[config.mk]
export PLATFORM = sky130hd
export DESIGN_NAME = uart_rx
export DESIGN_NICKNAME = d
export VERILOG_FILES = /design/src/rtl/uart_rx.sv
export SDC_FILE = /design/constraint.sdc
export NUM_CORES = 1
export LEC_CHECK = 0
export CORE_ASPECT_RATIO = 1.4
export CORE_MARGIN = 2
export CORE_UTILIZATION = 36
export DETAILED_ROUTE_END_ITERATION = 12
export PLACE_DENSITY = 0.66
export SETUP_SLACK_MARGIN = 0.3
export SLEW_MARGIN = 20
export SYNTH_ARGS = -nofsm -noshare
export SYNTH_HDL_FRONTEND = slang
export SYNTH_SLANG_ARGS = --single-unit
[constraint.sdc]
create_clock -name i_clk -period 2.5 [get_ports i_clk]
set_clock_uncertainty 0.05 [all_clocks]
set_input_delay 0.5 -clock i_clk [delete_from_list [all_inputs] [get_ports i_clk]]
set_output_delay 0.5 -clock i_clk [all_outputs]
set_load 0.02 [all_outputs]
[src/rtl/uart_rx.sv]
// 8N1 UART receiver with valid/ack byte handshake, framing-error and overrun pulses.
// Define UART_RX_PARITY_EN to receive 8E1 frames and add the o_parity_err pulse.
module uart_rx #(
    parameter int CLOCKS_PER_BAUD = 104
) (
    input  logic       i_clk,
    input  logic       i_reset,
    input  logic       i_rx,
    input  logic       i_ack,
    output logic [7:0] o_data,
    output logic       o_valid,
    output logic       o_frame_err,
    output logic       o_overrun,
    output logic       o_busy
`ifdef UART_RX_PARITY_EN
    ,
    output logic       o_parity_err
`endif
);

    localparam int CW = $clog2(CLOCKS_PER_BAUD);
    localparam logic [CW-1:0] FULL_RELOAD = CW'(CLOCKS_PER_BAUD - 1);
    localparam logic [CW-1:0] HALF_RELOAD = CW'((CLOCKS_PER_BAUD - 1) / 2);

    typedef enum logic [2:0] {
        S_IDLE,
        S_START,
        S_DATA,
`ifdef UART_RX_PARITY_EN
        S_PARITY,
`endif
        S_STOP,
        S_WAIT_IDLE
    } state_e;

    state_e          state_q, state_d;
    logic [CW-1:0]   cnt_q, cnt_d;
    logic [2:0]      bit_idx_q, bit_idx_d;
    logic [7:0]      shift_q, shift_d;
    logic [1:0]      sync_q, sync_d;
    logic [7:0]      data_q, data_d;
    logic            valid_q, valid_d;
    logic            frame_err_q, frame_err_d;
    logic            overrun_q, overrun_d;
`ifdef UART_RX_PARITY_EN
    logic            parity_bit_q, parity_bit_d;
    logic            parity_err_q, parity_err_d;
`endif
    logic            rx_s;
    logic            cnt_done;

    assign rx_s     = sync_q[1];
    assign cnt_done = (cnt_q == '0);

    always_comb begin
        // NOTE: every variable gets a default first so no path through the case infers a latch.
        state_d     = state_q;
        cnt_d       = cnt_done ? cnt_q : cnt_q - CW'(1);
        bit_idx_d   = bit_idx_q;
        shift_d     = shift_q;
        sync_d      = {sync_q[0], i_rx};
        data_d      = data_q;
        valid_d     = valid_q & ~i_ack;
        frame_err_d = 1'b0;
        overrun_d   = 1'b0;
`ifdef UART_RX_PARITY_EN
        parity_bit_d = parity_bit_q;
        parity_err_d = 1'b0;
`endif

        unique case (state_q)
            S_IDLE: begin
                if (!rx_s) begin
                    state_d = S_START;
                    cnt_d   = HALF_RELOAD;
                end
            end
            S_START: begin
                if (cnt_done) begin
                    if (rx_s) begin
                        state_d = S_IDLE;
                    end else begin
                        state_d   = S_DATA;
                        cnt_d     = FULL_RELOAD;
                        bit_idx_d = 3'd0;
                    end
                end
            end
            S_DATA: begin
                if (cnt_done) begin
                    shift_d[bit_idx_q] = rx_s;
                    cnt_d              = FULL_RELOAD;
                    if (bit_idx_q == 3'd7) begin
`ifdef UART_RX_PARITY_EN
                        state_d = S_PARITY;
`else
                        state_d = S_STOP;
`endif
                    end else begin
                        bit_idx_d = bit_idx_q + 3'd1;
                    end
                end
            end
`ifdef UART_RX_PARITY_EN
            S_PARITY: begin
                if (cnt_done) begin
                    parity_bit_d = rx_s;
                    cnt_d        = FULL_RELOAD;
                    state_d      = S_STOP;
                end
            end
`endif
            S_STOP: begin
                if (cnt_done) begin
                    if (rx_s) begin
                        // An ack in this same cycle frees the slot, so the new byte is no overrun.
                        data_d    = shift_q;
                        valid_d   = 1'b1;
                        overrun_d = valid_q & ~i_ack;
`ifdef UART_RX_PARITY_EN
                        parity_err_d = ^{shift_q, parity_bit_q};
`endif
                        state_d   = S_IDLE;
                    end else begin
                        frame_err_d = 1'b1;
                        state_d     = S_WAIT_IDLE;
                    end
                end
            end
            S_WAIT_IDLE: begin
                if (rx_s) begin
                    state_d = S_IDLE;
                end
            end
            default: state_d = S_IDLE;
        endcase
    end

    always_ff @(posedge i_clk) begin
        // NOTE: sequential state uses non-blocking assignments so all flops update from pre-edge values.
        if (i_reset) begin
            state_q     <= S_IDLE;
            cnt_q       <= '0;
            bit_idx_q   <= 3'd0;
            shift_q     <= 8'h00;
            sync_q      <= 2'b11;
            data_q      <= 8'h00;
            valid_q     <= 1'b0;
            frame_err_q <= 1'b0;
            overrun_q   <= 1'b0;
`ifdef UART_RX_PARITY_EN
            parity_bit_q <= 1'b0;
            parity_err_q <= 1'b0;
`endif
        end else begin
            state_q     <= state_d;
            cnt_q       <= cnt_d;
            bit_idx_q   <= bit_idx_d;
            shift_q     <= shift_d;
            sync_q      <= sync_d;
            data_q      <= data_d;
            valid_q     <= valid_d;
            frame_err_q <= frame_err_d;
            overrun_q   <= overrun_d;
`ifdef UART_RX_PARITY_EN
            parity_bit_q <= parity_bit_d;
            parity_err_q <= parity_err_d;
`endif
        end
    end

    assign o_data      = data_q;
    assign o_valid     = valid_q;
    assign o_frame_err = frame_err_q;
    assign o_overrun   = overrun_q;
    assign o_busy      = (state_q != S_IDLE);
`ifdef UART_RX_PARITY_EN
    assign o_parity_err = parity_err_q;
`endif

endmodule

==> results.ini <==
[synthesis]
synth_top_family_by_area=simple AND/OR/NAND/NOR gates
synth_flop_cell=dfxtp_1
synth.area.mux_share_pct=5.42
synth_area_leader_cell=dfxtp_1
synthSimpleGateAreaFrac_pct=28.1
syn_area_um2=1660
synth-xor-area-share_pct=2.11
async_reset_ff_share_pct=0
synth.distinct_cells=43
avgSynthCellArea_um2=9.09
yosysSeqAreaShare_pct=40.9
synth_seq_cells=34
synth_fa_ha_area_share_pct=3.76
syn_inst=183
post-synth-top-count-cell=dfxtp_1
yosys_warnings=0
yosys-top-cells-count=dfxtp_1 (34), nor2_1 (17), a21oi_1 (15)
synth_top_area_share_pct=40.9
synth.area.top_cells=dfxtp_1 (41%), mux2i_1 (5.4%), a21oi_1 (4.5%)
synth_nets=192
synth_edf_count=0
synth-compound-area-share_pct=16.1

[layout]
seq_area_um2=691
nets=217
multi_input_area_um2=967
n_fill_cell=446
area_delta_synth_final_pct=27.3
stdcell_count=271
diodes=0
drive_gt1_share_pct=20.6

[sta]
worst_pin_slew_ns=0.615
period_needed_ns=2.22
period_share_pct=88.8
fin_tns_setup_ns=0
hold_viol_final=0
slew-limit-headroom_pct=59.0
finalMaxSlewViolations=0
hold_ws_ns=0.371
fmax_ghz=0.450
rsz0062_at_grt=true
setup_ws_ns=0.280
setup_violations=0

[detailed_routing]
first_iter_violations=21
ant_nets=0
vias=1456
route.detailed.drc=0
drt-pass1-iter-count=4
wl_per_cell_um=13.9
viasPerCell=5.37
wl_mm=3.76

[place]
post-place-cells=257
hpwl_mm=2.62
pre_cts_slack_ns=0.161
place_congestion=0.890
io_buffers=15

[grt]
grt_overflow=0
grt.total_usage_pct=15.6
antenna_found_initial=0
grt_max_degree=20
grt_pass1_vias=1383
grt_pass1_wl_mm=6.09

[critical_path]
crit_type=flip-flop to flip-flop
crit_arrival_ns=2.34
crit_path_end_kind=flip-flop
cp_data_required_time_ns=2.62
crit_fanout=4
r2r_cells=9
r2r_slack_ns=0.28
critPathLaunchType=flip-flop

[clock_tree]
tritoncts=done
clkSlewWorstSetupHoldPaths_ns=0.07
cts_sinks=34
clockBufferDepth=2
htreeDepth=2
cts_buffers=5
clk_latency_ns=0.29
hold_buffers=0
root_buffer=clkbuf_8

[run_status]
status=completed

[pwr]
powerDensity_nw_per_um2=939
leakage_nw=0.801
ir_worst_vdd_uv=386

[floorplan]
dieHeight_um=84.4
initial_core_util_pct=37.0
fp-row-count=29
core_um2=4500
die_area_um2=5190
ios=16
die_w_um=61.4

[hold_path]
holdPathStages=1
min_path_type=flip-flop to flip-flop

[run]
maxCapViolCount=0

==> report_power, final <==
group	internal (mW)	leakage (nW)	total, mW	switching (mW)
Clock	0.296	0.0504	0.506	0.210
Combinational	0.384	0.473	0.800	0.416
Sequential	0.603	0.278	0.682	0.0788
==> placed cells by master, fill, tap and decap left out, types with 2 or more instances in the layout <==
master and count:
o31ai_1 2, clkbuf_8 5, a21boi_1 3, nand4b_1 2
nor3_1 4, o21ba_1 3, dfxtp_4 2, nor2b_1 3
nand4_1 3, buf_4 11, nor2_1 17, or3_1 3
nor4_1 4, clkdlybuf4s50_1 15, nor4_4 2, clkinvlp_4 2
nand2_1 9, o21ai_0 7, a21oi_1 15, or2_2 6
xnor2_1 3, nand3_1 6, dfxtp_2 2, nand2b_1 3
nor3b_1 4, mux2i_1 9, and3_1 4, ha_1 3
inv_1 3, dfxtp_1 30
==> critical path: stages (launching register included) <==
cell	delay, ns
dfxtp_4	0.36
inv_2	0.07
ha_2	0.17
or4b_4	0.51
nor2_8	0.17
inv_6	0.05
ha_4	0.21
nand2b_4	0.14
a221oi_2	0.28
a311oi_1	0.11
==> final timing paths <==
path                             endpoint  startpoint
worst max-delay path             cnt_q[0]    cnt_q[0]
worst min-delay path            sync_q[1]   sync_q[0]
worst max register to register   cnt_q[0]    cnt_q[0]
worst min register to register  sync_q[1]   sync_q[0]
==> registers in the layout (all words and copies together), names as in the netlist <==
name         flops
o_data           8
cnt_q            7
sync_q           2
bit_idx_q        3
o_frame_err      1
o_valid          1
shift_q          8
state_q          3
o_overrun        1
==> stage by stage <==
| step | total power [mW] | cell area [um2] | util [%] |
|---|---|---|---|
| after floorplan | 1.19 | 1680 | - |
| after global placement | 1.33 | 1920 | 42.6 |
| after detailed placement | 1.34 | 1920 | 42.6 |
| after CTS | 1.89 | 2050 | 45.6 |
| after global routing | 2.10 | 2120 | 47.1 |
| final | 1.99 | 2120 | 47.1 |
==> kinds of logic (layout without fill, tap and decap cells) <==
| group | count (synthesis) | in the layout |
|---|---|---|
| fa+ha+maj | 5 | 5 |
| simple gates | 77 | 77 |
| flops | 34 | 34 |
| mux | 9 | 9 |
| buf+inv | 14 | 40 |
| xor+xnor | 4 | 4 |
| compound gates | 40 | 40 |
==> per-layer routing <==
metal  vias to the layer above  GRT usage (%)  share of wire, %
li1                        717              -                 -
met1                       697           18.2                42
met2                        31           24.7                52
met3                        11           3.70               3.2
met4                         0           10.1               3.3
met5                         -              0                 0
==> layout make-up <==
class                      count  area share (%)
multi-input combinational    135            45.7
sequential                    34            32.6
timing repair buffer          27            11.5
tap                           62            3.66
clock buffer                   5            3.25
clock inverter                 3            2.13
inverter                       5            1.12
==> repair_timing <==
item                                    CTS  global route
pin swaps                                 1             4
endpoints found under the setup margin    2            10
cloned                                    0             1
buffers inserted                          2             3
resized for setup                         3            11
(Power assumes the default switching activity.)
